**src/rtl/codec_intf_if.sv**
```systemverilog
// codec_intf_if: serial-audio and sample-word signals between codec_intf and its neighbours.
// master is the codec_intf side; slave is the CODEC/datapath side.
interface codec_intf_if;
   logic        SDout;
   logic [15:0] lft_out;
   logic [15:0] rht_out;
   logic        MCLK;
   logic        SCLK;
   logic        LRCLK;
   logic        SDin;
   logic        RSTn;
   logic [15:0] lft_in;
   logic [15:0] rht_in;
   logic        valid;

   modport master (
      input  SDout, lft_out, rht_out,
      output MCLK, SCLK, LRCLK, SDin, RSTn, lft_in, rht_in, valid
   );

   modport slave (
      output SDout, lft_out, rht_out,
      input  MCLK, SCLK, LRCLK, SDin, RSTn, lft_in, rht_in, valid
   );
endinterface

```
**src/rtl/codec_intf.sv**
```systemverilog
// codec_intf: CS4272 clock generation and left-justified 16-bit serial audio port.
// One 10-bit frame counter drives every clock, the RX deserializer and the TX serializer.
module codec_intf (
   input logic          clk,
   input logic          rst,
   codec_intf_if.master bus
);

   localparam logic [9:0] CntLeftLast  = 10'd495;   // SCLK rise carrying the 16th left bit
   localparam logic [9:0] CntRightLast = 10'd1007;  // SCLK rise carrying the 16th right bit
   localparam logic [9:0] CntHalfEnd   = 10'd511;
   localparam logic [9:0] CntFrameEnd  = 10'd1023;

   logic [9:0]  cnt;
   logic        rstn_q;
   logic [15:0] rx_shift;
   logic [15:0] lft_hold;
   logic [15:0] lft_in_q;
   logic [15:0] rht_in_q;
   logic        valid_q;
   logic [15:0] tx_shift;
   logic [15:0] rht_hold;

   logic        sclk_rise;
   logic        sclk_fall;
   logic [15:0] rx_next;

   assign sclk_rise = (cnt[4:0] == 5'd15);
   assign sclk_fall = (cnt[4:0] == 5'd31);
   // Last bit is folded in on the same edge it is sampled.
   assign rx_next   = {rx_shift[14:0], bus.SDout};

   // Frame counter and CODEC reset: RSTn releases at the first frame boundary after rst.
   always_ff @(posedge clk) begin
      if (rst) begin
         cnt    <= '0;
         rstn_q <= 1'b0;
      end else begin
         cnt <= cnt + 10'd1;
         if (cnt == CntFrameEnd) rstn_q <= 1'b1;
      end
   end

   // Receive: shift on SCLK rise, park left word, publish the pair with a one-cycle strobe.
   always_ff @(posedge clk) begin
      if (rst) begin
         rx_shift <= '0;
         lft_hold <= '0;
         lft_in_q <= '0;
         rht_in_q <= '0;
         valid_q  <= 1'b0;
      end else begin
         valid_q <= 1'b0;
         if (sclk_rise) rx_shift <= rx_next;
         if (cnt == CntLeftLast) lft_hold <= rx_next;
         // rstn_q only changes at frame boundaries, so it marks frames that began out of reset.
         if (cnt == CntRightLast && rstn_q) begin
            lft_in_q <= lft_hold;
            rht_in_q <= rx_next;
            valid_q  <= 1'b1;
         end
      end
   end

   // Transmit: both words captured together at frame end so the sent pair never mixes updates.
   always_ff @(posedge clk) begin
      if (rst) begin
         tx_shift <= '0;
         rht_hold <= '0;
      end else if (cnt == CntFrameEnd) begin
         tx_shift <= bus.lft_out;
         rht_hold <= bus.rht_out;
      end else if (cnt == CntHalfEnd) begin
         tx_shift <= rht_hold;
      end else if (sclk_fall) begin
         tx_shift <= {tx_shift[14:0], 1'b0};
      end
   end

   assign bus.MCLK   = cnt[1];
   assign bus.SCLK   = cnt[4];
   assign bus.LRCLK  = cnt[9];
   assign bus.SDin   = tx_shift[15];
   assign bus.RSTn   = rstn_q;
   assign bus.lft_in = lft_in_q;
   assign bus.rht_in = rht_in_q;
   assign bus.valid  = valid_q;

endmodule

```
**src/flat_wrapper.sv**
```systemverilog
// flat-port wrapper written by rule: the top's interface ports become plain ports
module codec_intf_flat 
  (clk, rst, bus_SDout, bus_lft_out, bus_rht_out, bus_MCLK, bus_SCLK, bus_LRCLK, bus_SDin, bus_RSTn, bus_lft_in, bus_rht_in, bus_valid);
  codec_intf_if bus_i ();
  input logic clk;
  input logic rst;
  input wire logic [$bits(bus_i.SDout)-1:0] bus_SDout;
  input wire logic [$bits(bus_i.lft_out)-1:0] bus_lft_out;
  input wire logic [$bits(bus_i.rht_out)-1:0] bus_rht_out;
  output wire logic [$bits(bus_i.MCLK)-1:0] bus_MCLK;
  output wire logic [$bits(bus_i.SCLK)-1:0] bus_SCLK;
  output wire logic [$bits(bus_i.LRCLK)-1:0] bus_LRCLK;
  output wire logic [$bits(bus_i.SDin)-1:0] bus_SDin;
  output wire logic [$bits(bus_i.RSTn)-1:0] bus_RSTn;
  output wire logic [$bits(bus_i.lft_in)-1:0] bus_lft_in;
  output wire logic [$bits(bus_i.rht_in)-1:0] bus_rht_in;
  output wire logic [$bits(bus_i.valid)-1:0] bus_valid;
  assign bus_i.SDout = bus_SDout;
  assign bus_i.lft_out = bus_lft_out;
  assign bus_i.rht_out = bus_rht_out;
  assign bus_MCLK = bus_i.MCLK;
  assign bus_SCLK = bus_i.SCLK;
  assign bus_LRCLK = bus_i.LRCLK;
  assign bus_SDin = bus_i.SDin;
  assign bus_RSTn = bus_i.RSTn;
  assign bus_lft_in = bus_i.lft_in;
  assign bus_rht_in = bus_i.rht_in;
  assign bus_valid = bus_i.valid;
  codec_intf u_core (.clk(clk), .rst(rst), .bus(bus_i));
endmodule
```
**config.mk**
```make
export PLATFORM = sky130hd
export DESIGN_NAME = codec_intf_flat
export DESIGN_NICKNAME = d
export VERILOG_FILES = /design/src/rtl/codec_intf_if.sv /design/src/rtl/codec_intf.sv /design/src/flat_wrapper.sv
export SDC_FILE = /design/constraint.sdc
export NUM_CORES = 1
export LEC_CHECK = 0
export ABC_AREA = 0
export CORE_ASPECT_RATIO = 0.5
export CORE_MARGIN = 8
export CORE_UTILIZATION = 50
export CTS_BUF_LIST = sky130_fd_sc_hd__clkbuf_2
export DETAILED_ROUTE_END_ITERATION = 10
export PLACE_DENSITY_LB_ADDON = 0.05
export SYNTH_ARGS = -nofsm -noshare
export SYNTH_HDL_FRONTEND = slang
export SYNTH_SLANG_ARGS = --single-unit
```
**constraint.sdc**
```tcl
create_clock -name clk -period 2.88 [get_ports clk]
set_input_delay 0.576 -clock clk [delete_from_list [all_inputs] [get_ports clk]]
set_output_delay 0.576 -clock clk [all_outputs]
set_load 0.02 [all_outputs]
```
==> flow_metrics.env <==
export IMPL_gp_congestion=0.762
export IMPL_grtUsageTotal_pct=15.4
export IMPL_num_io_pins=73
export IMPL_antenna_found_initial=0
export IMPL_synthMuxAreaShare_pct=23.6
export IMPL_die_y_microns=79.8
export IMPL_synthFlopType="dfxtp_1"
export IMPL_placementRows=23
export IMPL_area_delta_synth_final_pct=22.4
export IMPL_rsz0062_at_grt="no"
export IMPL_min_period_ns=2.44
export IMPL_wl_mm=8.60
export IMPL_yosys_register_bits=107
export IMPL_cp_top_family="buffers and inverters"
export IMPL_synth_area_sq_um=4070
export IMPL_final_antenna_net_count=0
export IMPL_p_leak_nw=1.60
export IMPL_grt_pass1_wl_mm=14.1
export IMPL_cp_start_kind="register"
export IMPL_cts_clk_slew_worst_paths_ns=0.24
export IMPL_core_sq_um=7940
export IMPL_r2r_end="u_core.tx_shift[2]$_SDFFE_PP0P_"
export IMPL_ir_drop_mv=0.258
export IMPL_design_die_area_sq_um=11500
export IMPL_num_antenna_cells=0
export IMPL_slowest_stage="clkdlybuf4s50_1"
export IMPL_synth_top_family_by_area="multiplexers"
export IMPL_required_ns=2.30
export IMPL_slew_headroom_pct=58.9
export IMPL_insertion_delay_ns=0.58
export IMPL_yosysSeqAreaShare_pct=52.6
export IMPL_io_buffers=72
export IMPL_finalSetupViolCount=0
export IMPL_maxSlewViolCount=0
export IMPL_crit_buf_inv=1
export IMPL_min_path_cells=2
export IMPL_pre_cts_ws_ns=0.713
export IMPL_synthDistinctLibCells=33
export IMPL_grt_max_degree=58
export IMPL_synthXorXnorAreaFrac_pct=1.29
export IMPL_cts_hold_buf=0
export IMPL_synthCells=387
export IMPL_path_cells="clkdlybuf4s50_1"
export IMPL_async_reset_ff_share_pct=0
export IMPL_cts_sinks=107
export IMPL_overflow=0
export IMPL_worst_setup_path_type="reg2out"
export IMPL_cp_data_arrival_time_ns=1.86
export IMPL_hp_start="rst"
export IMPL_syn_avg_cell_area_sq_um=10.5
export IMPL_vias_per_cell=5.04
export IMPL_drc=0
export IMPL_finalNetCount=495
export IMPL_period_share_pct=84.7
export IMPL_skew_ns=0.0217
export IMPL_cp_max_fo=7
export IMPL_wl_per_cell_microns=15.0
export IMPL_synth_compound_area_share_pct=5.19
export IMPL_cts_buffer_depth=2
export IMPL_synthSimpleGateAreaFrac_pct=13.2
export IMPL_cp_end_kind="output port"
export IMPL_cts_buffers_inserted=9
export IMPL_cts_tree="yes"
export IMPL_fin_ws_ns=0.439
export IMPL_cap_violations=0
export IMPL_fin_util_pct=62.8
export IMPL_fin_tns_setup_ns=0
export IMPL_min_path_type="in2reg"
export IMPL_r2r_slack_ns=0.67
export IMPL_start_util_pct=51.3
export IMPL_hold_violations=0
export IMPL_power_density_nw_per_um2=434
export IMPL_worstReg2RegStart="u_core.cnt[1]$_SDFF_PP0_"
export IMPL_hold_path_end="u_core.cnt[4]$_SDFF_PP0_"
export IMPL_cts_root_buf="clkbuf_2"
export IMPL_synth_edf_count=0
export IMPL_vias=2894
export IMPL_tightest_slew_ns=0.616
export IMPL_status="finished clean"
export IMPL_fmax_mhz=410
export IMPL_postCtsSetupBuffers=0
export IMPL_cp_slowest_stage_delay_ns=0.70
export IMPL_syn_nets=425
export IMPL_cts_resized=0
export IMPL_first_pass_iters=5
export IMPL_grt_pass1_vias=2904
export IMPL_hpwl_mm=5.90
export IMPL_die_w_microns=144
export IMPL_reg2reg_depth=8
export IMPL_drtIter0Drc=150
export IMPL_h_tree_depth=3
export IMPL_power_mw=2.16
export IMPL_drive_gt1_share_pct=7.58
export IMPL_synth_fa_ha_area_share_pct=0.922
export IMPL_yosysWarnings=0
-- worst max-delay path by stage --
stage                              from  cells after the start                               end  slack (ns)
2_1_floorplan  u_core.cnt[1]$_SDFF_PP0_                      8  u_core.rx_shift[10]$_SDFFE_PP0N_        0.58
3_3_place_gp   u_core.cnt[1]$_SDFF_PP0_                      8  u_core.tx_shift[10]$_SDFFE_PP0P_        0.85
3_5_place_dp   u_core.cnt[1]$_SDFF_PP0_                      8   u_core.tx_shift[2]$_SDFFE_PP0P_        0.71
4_1_cts        u_core.cnt[9]$_SDFF_PP0_                      1                         bus_LRCLK        0.37
5_1_grt        u_core.cnt[9]$_SDFF_PP0_                      1                         bus_LRCLK        0.33
6_report       u_core.cnt[9]$_SDFF_PP0_                      1                         bus_LRCLK        0.44
-- metrics by stage --
stage,hold slack [ns],std cells,instance area (sq um)
2_1_floorplan,0.429,387,4070
3_3_place_gp,0.441,558,4900
3_5_place_dp,0.460,558,4900
4_1_cts,0.338,574,4980
5_1_grt,0.353,574,4980
6_report,0.392,574,4980
-- where the power goes --
group / internal (mW) / leakage [nW] / switching (mW)
Combinational: 0.0485 / 0.675 / 0.0387
Clock: 0.111 / 0.0595 / 0.469
Sequential: 1.49 / 0.862 / 0.00432
-- cell usage in the layout, fill, tap and decap left out, drive strengths merged --
cell           instances
ha                     3
clkinv                 5
or3b                   1
or3                    1
nand4b                 1
a21oi                  2
mux2                   1
buf                   11
nand2                  2
dfxtp                107
mux2i                 95
xor2                   2
nand4                  1
nand3                  5
a22oi                 15
o21ai                 16
clkbuf                 9
nand3b                 1
nor3                   5
nor2                  92
xnor2                  4
nor4                   4
nor2b                  2
clkinvlp               1
inv                    4
clkdlybuf4s50         71
o31a                   1
-- cell usage after synthesis (2+ instances only) --
library cell  instances  area, sq um
buf_6                 2         22.5
a21oi_1               2         10.0
xor2_1                2         17.5
buf_2                 2         10.0
dfxtp_1             107         2140
ha_1                  3         37.5
o21ai_1              10         50.1
nor4_4                2         42.5
nand3_1               3         15.0
o21ai_0               6         30.0
nand2_1               2         7.51
nor3_1                4         20.0
a22oi_1              15          113
mux2i_1              95          951
nor2_1               92          345
inv_1                 3         11.3
nor2b_1               2         12.5
buf_4                 4         30.0
xnor2_1               4         35.0
clkbuf_1             14         52.6
-- sequential cells by signal, summed over array words and instances, names as in the netlist --
signal,cells
u_core.tx_shift,16
u_core.rx_shift,15
u_core.bus.RSTn,1
u_core.lft_hold,16
u_core.bus.lft_in,16
u_core.bus.rht_in,16
u_core.rht_hold,16
u_core.bus.valid,1
u_core.cnt,10
-- layer usage --
metal  share of wire [%]  global-route usage (%)  up-vias
met1                  45                    18.3     1350
met5                   0                       0        -
met4                 1.3                    4.37        0
met2                  46                    25.1       65
met3                 7.3                    6.56       11
li1                    -                       -     1468
-- worst reg2reg max path, cell delays in order (launching register included) --
cell and delay (ns):
dfxtp_1 0.40, ha_1 0.26, nand3_4 0.21, inv_1 0.11, ha_1 0.21, nor2_1 0.10
o31a_1 0.54, a22oi_1 0.19, o21ai_0 0.12
-- final cells by class --
type	count	area [sq um]
clock inverters	7	43.8
clock buffers	9	45.0
flip-flops and latches	107	2140
inverters	3	11.3
repair buffers	82	791
multi-input cells	254	1810
well taps	112	140
fillers	705	2960
-- cell families after synthesis --
logic type / count (synthesis)
muxes: 96
and+or+nand+nor: 115
buffers and inverters: 26
AOI/OAI and AO/OA: 34
xor gates and xnor gates: 6
DFF: 107
adders and majority gates: 3
(Power assumes the default switching activity.)
